## src/rtl/sram_arbiter_2p_if.sv

```systemverilog
// ---------------------------------------------------------------------------
// sram_arbiter_2p_if
//
// Purpose: bundles every handshake and data signal of the two-port SRAM
// arbiter so the arbiter and its environment connect through one port.
//
// Parameters:
//   AW  SRAM word address width
//   DW  SRAM data width
//
// Signal summary (direction as seen by the arbiter):
//   p0_req/p1_req    in   port request, held with wr/addr/din until ack
//   p0_wr/p1_wr      in   1 = write, 0 = read
//   p0_addr/p1_addr  in   word address
//   p0_din/p1_din    in   write data
//   p0_ack/p1_ack    out  one-cycle completion pulse
//   p0_dout/p1_dout  out  read data, held until that port's next read
//   mem_req          out  one-cycle start pulse to the SRAM controller
//   mem_wr           out  direction to controller
//   mem_addr         out  registered address to controller
//   mem_din          out  registered write data to controller
//   mem_ready        in   controller completion pulse
//   mem_dout         in   controller read data, valid with mem_ready
//   busy             out  high whenever a transaction is in progress
//
// Modports:
//   master  the arbiter itself (drives acks, read data and the memory side)
//   slave   the environment: requesting clients plus the SRAM controller
//
// Handshake: a client raises pn_req with wr/addr/din stable and keeps it all
// high until it sees pn_ack for one cycle; the arbiter emits mem_req for one
// cycle and the controller answers with a single-cycle mem_ready, with
// mem_dout valid in that same cycle.
// ---------------------------------------------------------------------------
interface sram_arbiter_2p_if #(
    parameter int AW = 17,
    parameter int DW = 16
);
    logic          p0_req;
    logic          p0_wr;
    logic [AW-1:0] p0_addr;
    logic [DW-1:0] p0_din;
    logic          p0_ack;
    logic [DW-1:0] p0_dout;

    logic          p1_req;
    logic          p1_wr;
    logic [AW-1:0] p1_addr;
    logic [DW-1:0] p1_din;
    logic          p1_ack;
    logic [DW-1:0] p1_dout;

    logic          mem_req;
    logic          mem_wr;
    logic [AW-1:0] mem_addr;
    logic [DW-1:0] mem_din;
    logic          mem_ready;
    logic [DW-1:0] mem_dout;

    logic          busy;

    modport master (
        input  p0_req, p0_wr, p0_addr, p0_din,
        input  p1_req, p1_wr, p1_addr, p1_din,
        input  mem_ready, mem_dout,
        output p0_ack, p0_dout, p1_ack, p1_dout,
        output mem_req, mem_wr, mem_addr, mem_din,
        output busy
    );

    modport slave (
        output p0_req, p0_wr, p0_addr, p0_din,
        output p1_req, p1_wr, p1_addr, p1_din,
        output mem_ready, mem_dout,
        input  p0_ack, p0_dout, p1_ack, p1_dout,
        input  mem_req, mem_wr, mem_addr, mem_din,
        input  busy
    );
endinterface

```

## src/rtl/sram_arbiter_2p.sv

```systemverilog
// ---------------------------------------------------------------------------
// sram_arbiter_2p
//
// Purpose: shares one SRAM controller between two client ports. Exactly one
// transaction is in flight at a time; the FSM walks IDLE -> ISSUE -> WAIT ->
// ACK -> IDLE for every transaction.
//
// Configuration macro:
//   SRAM_ARB_ROUND_ROBIN_EN  defined: simultaneous requests go to the port
//                            not granted last (last-grant register resets
//                            to port 1, so port 0 wins the first tie).
//                            undefined (default): port 0 always wins a tie
//                            and no last-grant register exists.
//
// Ports:
//   clk      single clock, rising edge
//   rst      synchronous, active-high reset; aborts any transaction
//   arb_if   sram_arbiter_2p_if.master (client ports + controller side)
//   state_o  current FSM state (0 IDLE, 1 ISSUE, 2 WAIT, 3 ACK) for debug
//
// Handshake: clients hold pn_req with stable wr/addr/din until pn_ack; the
// request is sampled only in IDLE. mem_req is high for the ISSUE cycle only,
// mem_ready is honoured only in WAIT, and pn_ack is high for the ACK cycle
// only. mem_wr/mem_addr/mem_din are loaded in IDLE and stay put until the
// next grant, so they are stable from ISSUE through ACK.
// ---------------------------------------------------------------------------
module sram_arbiter_2p #(
    parameter int AW = 17,
    parameter int DW = 16
) (
    input  logic                clk,
    input  logic                rst,
    sram_arbiter_2p_if.master   arb_if,
    output logic [1:0]          state_o
);

    typedef enum logic [1:0] {
        ST_IDLE  = 2'd0,
        ST_ISSUE = 2'd1,
        ST_WAIT  = 2'd2,
        ST_ACK   = 2'd3
    } state_t;

    state_t        state_q;
    logic          gnt_q;        // port owning the transaction in flight
    logic          mem_req_q;
    logic          mem_wr_q;
    logic [AW-1:0] mem_addr_q;
    logic [DW-1:0] mem_din_q;
    logic          p0_ack_q;
    logic          p1_ack_q;
    logic [DW-1:0] p0_dout_q;
    logic [DW-1:0] p1_dout_q;
    logic          busy_q;

`ifdef SRAM_ARB_ROUND_ROBIN_EN
    logic          last_q;       // port granted most recently
`endif

    // Port chosen if a grant is made in this IDLE cycle.
    logic          any_req;
    logic          gnt_d;

    always_comb begin
        any_req = arb_if.p0_req | arb_if.p1_req;
        gnt_d   = 1'b0;
        if (arb_if.p0_req && arb_if.p1_req) begin
`ifdef SRAM_ARB_ROUND_ROBIN_EN
            gnt_d = ~last_q;
`else
            gnt_d = 1'b0;
`endif
        end else if (arb_if.p1_req) begin
            gnt_d = 1'b1;
        end
    end

    always_ff @(posedge clk) begin
        if (rst) begin
            state_q    <= ST_IDLE;
            gnt_q      <= 1'b0;
            mem_req_q  <= 1'b0;
            mem_wr_q   <= 1'b0;
            mem_addr_q <= '0;
            mem_din_q  <= '0;
            p0_ack_q   <= 1'b0;
            p1_ack_q   <= 1'b0;
            p0_dout_q  <= '0;
            p1_dout_q  <= '0;
            busy_q     <= 1'b0;
`ifdef SRAM_ARB_ROUND_ROBIN_EN
            last_q     <= 1'b1;
`endif
        end else begin
            // Pulse outputs fall back to zero unless the next state needs them.
            mem_req_q <= 1'b0;
            p0_ack_q  <= 1'b0;
            p1_ack_q  <= 1'b0;

            case (state_q)
                ST_IDLE: begin
                    if (any_req) begin
                        gnt_q      <= gnt_d;
                        mem_wr_q   <= gnt_d ? arb_if.p1_wr   : arb_if.p0_wr;
                        mem_addr_q <= gnt_d ? arb_if.p1_addr : arb_if.p0_addr;
                        mem_din_q  <= gnt_d ? arb_if.p1_din  : arb_if.p0_din;
                        mem_req_q  <= 1'b1;
                        busy_q     <= 1'b1;
                        state_q    <= ST_ISSUE;
`ifdef SRAM_ARB_ROUND_ROBIN_EN
                        last_q     <= gnt_d;
`endif
                    end
                end

                ST_ISSUE: begin
                    state_q <= ST_WAIT;
                end

                ST_WAIT: begin
                    // No timeout: the controller is trusted to answer.
                    if (arb_if.mem_ready) begin
                        if (!mem_wr_q) begin
                            if (gnt_q) begin
                                p1_dout_q <= arb_if.mem_dout;
                            end else begin
                                p0_dout_q <= arb_if.mem_dout;
                            end
                        end
                        if (gnt_q) begin
                            p1_ack_q <= 1'b1;
                        end else begin
                            p0_ack_q <= 1'b1;
                        end
                        state_q <= ST_ACK;
                    end
                end

                ST_ACK: begin
                    // Requests still held now are new transactions, sampled
                    // in the IDLE cycle that follows.
                    busy_q  <= 1'b0;
                    state_q <= ST_IDLE;
                end

                default: begin
                    busy_q  <= 1'b0;
                    state_q <= ST_IDLE;
                end
            endcase
        end
    end

    assign arb_if.mem_req  = mem_req_q;
    assign arb_if.mem_wr   = mem_wr_q;
    assign arb_if.mem_addr = mem_addr_q;
    assign arb_if.mem_din  = mem_din_q;
    assign arb_if.p0_ack   = p0_ack_q;
    assign arb_if.p1_ack   = p1_ack_q;
    assign arb_if.p0_dout  = p0_dout_q;
    assign arb_if.p1_dout  = p1_dout_q;
    assign arb_if.busy     = busy_q;
    assign state_o         = state_q;

endmodule

```

## src/flat_wrapper.sv

```systemverilog
// flat-port wrapper written by rule: the top's interface ports become plain ports
module sram_arbiter_2p_flat 
#(
    parameter int AW = 17,
    parameter int DW = 16
)
  (clk, rst, state_o, arb_if_p0_req, arb_if_p0_wr, arb_if_p0_addr, arb_if_p0_din, arb_if_p1_req, arb_if_p1_wr, arb_if_p1_addr, arb_if_p1_din, arb_if_mem_ready, arb_if_mem_dout, arb_if_p0_ack, arb_if_p0_dout, arb_if_p1_ack, arb_if_p1_dout, arb_if_mem_req, arb_if_mem_wr, arb_if_mem_addr, arb_if_mem_din, arb_if_busy);
  sram_arbiter_2p_if #(.AW(AW), .DW(DW)) arb_if_i ();
  input  logic clk;
  input  logic rst;
  output logic [1:0] state_o;
  input wire logic [$bits(arb_if_i.p0_req)-1:0] arb_if_p0_req;
  input wire logic [$bits(arb_if_i.p0_wr)-1:0] arb_if_p0_wr;
  input wire logic [$bits(arb_if_i.p0_addr)-1:0] arb_if_p0_addr;
  input wire logic [$bits(arb_if_i.p0_din)-1:0] arb_if_p0_din;
  input wire logic [$bits(arb_if_i.p1_req)-1:0] arb_if_p1_req;
  input wire logic [$bits(arb_if_i.p1_wr)-1:0] arb_if_p1_wr;
  input wire logic [$bits(arb_if_i.p1_addr)-1:0] arb_if_p1_addr;
  input wire logic [$bits(arb_if_i.p1_din)-1:0] arb_if_p1_din;
  input wire logic [$bits(arb_if_i.mem_ready)-1:0] arb_if_mem_ready;
  input wire logic [$bits(arb_if_i.mem_dout)-1:0] arb_if_mem_dout;
  output wire logic [$bits(arb_if_i.p0_ack)-1:0] arb_if_p0_ack;
  output wire logic [$bits(arb_if_i.p0_dout)-1:0] arb_if_p0_dout;
  output wire logic [$bits(arb_if_i.p1_ack)-1:0] arb_if_p1_ack;
  output wire logic [$bits(arb_if_i.p1_dout)-1:0] arb_if_p1_dout;
  output wire logic [$bits(arb_if_i.mem_req)-1:0] arb_if_mem_req;
  output wire logic [$bits(arb_if_i.mem_wr)-1:0] arb_if_mem_wr;
  output wire logic [$bits(arb_if_i.mem_addr)-1:0] arb_if_mem_addr;
  output wire logic [$bits(arb_if_i.mem_din)-1:0] arb_if_mem_din;
  output wire logic [$bits(arb_if_i.busy)-1:0] arb_if_busy;
  assign arb_if_i.p0_req = arb_if_p0_req;
  assign arb_if_i.p0_wr = arb_if_p0_wr;
  assign arb_if_i.p0_addr = arb_if_p0_addr;
  assign arb_if_i.p0_din = arb_if_p0_din;
  assign arb_if_i.p1_req = arb_if_p1_req;
  assign arb_if_i.p1_wr = arb_if_p1_wr;
  assign arb_if_i.p1_addr = arb_if_p1_addr;
  assign arb_if_i.p1_din = arb_if_p1_din;
  assign arb_if_i.mem_ready = arb_if_mem_ready;
  assign arb_if_i.mem_dout = arb_if_mem_dout;
  assign arb_if_p0_ack = arb_if_i.p0_ack;
  assign arb_if_p0_dout = arb_if_i.p0_dout;
  assign arb_if_p1_ack = arb_if_i.p1_ack;
  assign arb_if_p1_dout = arb_if_i.p1_dout;
  assign arb_if_mem_req = arb_if_i.mem_req;
  assign arb_if_mem_wr = arb_if_i.mem_wr;
  assign arb_if_mem_addr = arb_if_i.mem_addr;
  assign arb_if_mem_din = arb_if_i.mem_din;
  assign arb_if_busy = arb_if_i.busy;
  sram_arbiter_2p #(.AW(AW), .DW(DW)) u_core (.clk(clk), .rst(rst), .arb_if(arb_if_i), .state_o(state_o));
endmodule
```

## config.mk

```make
export PLATFORM = sky130hd
export DESIGN_NAME = sram_arbiter_2p_flat
export DESIGN_NICKNAME = d
export VERILOG_FILES = /design/src/rtl/sram_arbiter_2p_if.sv /design/src/rtl/sram_arbiter_2p.sv /design/src/flat_wrapper.sv
export SDC_FILE = /design/constraint.sdc
export NUM_CORES = 1
export LEC_CHECK = 0
export BUFFER_PORTS_ARGS = -buffer_cell sky130_fd_sc_hd__buf_4
export CORE_ASPECT_RATIO = 1.4
export CORE_MARGIN = 2
export CORE_UTILIZATION = 40
export CTS_CLUSTER_DIAMETER = 80
export DETAILED_ROUTE_END_ITERATION = 6
export GPL_ROUTABILITY_DRIVEN = 0
export GPL_TIMING_DRIVEN = 0
export PLACE_DENSITY = 0.87
export SLEW_MARGIN = 10
export SYNTH_ARGS = -nofsm -noshare
export SYNTH_HDL_FRONTEND = slang
export SYNTH_SLANG_ARGS = --single-unit
export TNS_END_PERCENT = 30
```

## constraint.sdc

```tcl
create_clock -name clk -period 1.2 [get_ports clk]
set_input_delay 0.12 -clock clk [delete_from_list [all_inputs] [get_ports clk]]
set_output_delay 0.12 -clock clk [all_outputs]
set_load 0.02 [all_outputs]
```

==> results.tsv <==
metric	value	unit
status	finished, violations left	
violations	setup timing	
r2r-start	u_core.state_o[0]$_SDFFE_PP0P_	
worst_pin_slew	721	ps
start_util	40.7	%
clk_pin_slew_worst_paths	70	ps
timing.slew.headroom	52.0	%
areaGrowthSynthToFinish	62.2	%
synth-edff-count	0	
synth_area	2940	um2
end_kind	register	
clkLatencyLatePin	340	ps
antenna_cells	0	
clock-sinks	73	
synth_area_leaders	dfxtp_1 50%, mux2i_1 12%, a21oi_1 12%, nand2_1 8.7%, o21ai_0 5.5%	
nets	595	
cts_tree	yes	
synth_xor_area_share	0	%
crit_fanout	5	
min_from	arb_if_mem_dout[0]	
maxCapViolCount	0	
yosys.area_share.simple	11.2	%
seqCellArea	1470	um2
grt_usage	21.9	%
yosysTopAreaCellShare	49.8	%
min_to	u_core.arb_if.p1_dout[0]$_SDFFE_PP0P_	
coreArea	7220	um2
synth_top_family_by_area	compound AO/OA/AOI/OAI gates	
p_per_area	1970	nW/um2
drive_gt1_share	46.1	%
reg2regPathDepth	7	
leakage	2.23	nW
critPathKind	register to register	
wl_per_cell	15.1	um
crit_path_start_kind	register	
synth.distinct_cells	29	
clock_skew	10.2	ps
setup_slack	-112	ps
dpl-instance-area	4320	um2
grt_overflow	0	
synth_seq_area_share	49.8	%
synth_ff_type	dfxtp_1	
drt-initial-drc-count	96	
first_pass_iters	4	
syn-num-nets	418	
hold_viol	0	
drcViolationCount	0	
wl	9120	um
synth-async-reset-ratio	0	%
grt_pass1_wl	14100	um
peakVddDrop	1.31	mV
grt_setup_unrepaired	yes	
cts-root-buf	clkbuf_8	
yosys.area_share.adder	1.28	%
nFillCells	573	
htreeDepth	3	
fp.dieH	105	um
setup_violations	55	
synthCells	326	
synth_common_cells	73 x dfxtp_1, 68 x a21oi_1, 68 x nand2_1	
synth_mux_area_share	11.9	%
rows	37	
fin_crit_sh	109	%
yosys_warnings	0	
hold_depth	3	
multiInputGateArea	1410	um2
grt_pass1_vias	3111	
die_w	76.4	um
io_pins	161	
syn_avg_cell_area	9.01	um2
yosysMostFrequentCell	dfxtp_1	
fin_crit	1310	ps
via_per_inst	5.17	
place_hpwl	6810	um
post-route-cell-area	4760	um2
clockBufferDepth	2	
portBuffers	160	
antenna_found_initial	0	
cp.arrival	1580	ps
ys_seq_elements	73	
clock.fmax	762	MHz
numCtsBuffers	9	
worstPathRequired	1470	ps
grt_max_degree	17	
num_vias	3128	
r2r-end	u_core.arb_if.p0_dout[9]$_SDFFE_PP0P_	
total_power	9.36	mW
die_area	8050	um2
hp-class	input pin to register	
drtAntennaViolNets	0	
synth_compound_area_share	19.3	%
slew_violations	0	
reg2reg_slack	-110	ps
yosys.area.top_type	dfxtp_1	
## cells in the final DEF, fill, tap and decap left out, drive strengths merged
master	count
clkinv	1
mux2i	35
nand4bb	1
a211oi	1
nor3b	1
o21a	1
o221a	1
a21oi	68
a21boi	1
nor3	1
nand2	68
inv	3
dlygate4sd3	1
clkbuf	24
nor2	2
dfxtp	73
bufinv	1
ha	3
nand4b	1
nor2b	1
buf	181
o21ai	35
nand2b	1
and4b	1
and4bb	1
o32ai	1
## how the worst max path moves through the flow
stage / depth (start not counted) / slack (ps) / end / start
floorplan: 7 / -70 / u_core.arb_if.p0_dout[11]$_SDFFE_PP0P_ / u_core.state_o[0]$_SDFFE_PP0P_
global placement: 6 / -230 / u_core.arb_if.p1_dout[5]$_SDFFE_PP0P_ / u_core.state_o[0]$_SDFFE_PP0P_
detailed placement: 6 / -260 / u_core.arb_if.p1_dout[8]$_SDFFE_PP0P_ / u_core.state_o[0]$_SDFFE_PP0P_
CTS: 7 / -80 / u_core.arb_if.p0_dout[8]$_SDFFE_PP0P_ / u_core.state_o[0]$_SDFFE_PP0P_
global route: 7 / -180 / u_core.arb_if.p0_dout[9]$_SDFFE_PP0P_ / u_core.state_o[0]$_SDFFE_PP0P_
finish: 7 / -110 / u_core.arb_if.p0_dout[9]$_SDFFE_PP0P_ / u_core.state_o[0]$_SDFFE_PP0P_
## final cells by class
cell class	count	area share [%]
Buffer	25	5.47
Clock inverter	2	0.736
Timing Repair Buffer	167	27.0
Inverter	3	0.289
Clock buffer	14	3.63
Sequential cell	73	30.8
Tap cell	97	2.55
Multi-Input combinational cell	224	29.5
## worst max-delay path: stages (launching register included)
cell and delay (ps):
dfxtp_4 360, inv_4 70, ha_4 140, and4bb_1 210
buf_6 140, buf_8 140, nand2_2 60, a21oi_2 130
## flip-flops by register name, indices dropped and copies added (netlist names)
signal                  count
u_core.arb_if.p1_dout      16
u_core.arb_if.p0_ack        1
u_core.arb_if.busy          1
u_core.arb_if.mem_req       1
u_core.arb_if.mem_din      16
u_core.state_o              2
u_core.arb_if.mem_wr        1
u_core.arb_if.mem_addr     17
u_core.arb_if.p0_dout      16
u_core.arb_if.p1_ack        1
u_core.gnt_q                1
## metrics by stage
step / utilization (%) / TNS (ps) / worst slack [ps] / cells / hold slack (ps)
finish: 65.9 / -3110 / -112 / 605 / 37.7
global route: 65.9 / -7120 / -181 / 605 / 27.7
CTS: 64.9 / -2670 / -84.6 / 605 / 19.4
detailed placement: 59.9 / -10570 / -260 / 583 / 361
global placement: 59.9 / -8770 / -229 / 583 / 349
floorplan: - / -2250 / -71.7 / 326 / 220
## layer usage
layer	global-route usage [%]	wire [um]
met5	0	0
met4	11.7	187
met3	6.25	838
met2	39.9	4650
met1	22.3	3440
## cell families (layout without fill, tap and decap cells)
group	count (synthesis)	after routing
AND/OR/NAND/NOR	78	78
buffers and inverters	29	211
flip-flops	73	73
adder cells (fa/ha/maj)	3	3
AO/OA/AOI/OAI	108	108
multiplexers	35	35
## power by group
group          switching, mW  total (mW)  internal (mW)
registers              0.367        3.38           3.01
clock network          0.841        1.97           1.13
logic                   2.14        4.02           1.88
## timing repair
item | CTS | global route
endpoints found under the setup margin | 62 | 68
gates resized for setup | 35 | 34
cloned | 1 | 0
hold buffers | 1 | 0
setup buffers | 5 | 0
endpoints found under the hold margin | 1 | 0
pin swaps | 17 | 12
(Power assumes the default switching activity.)
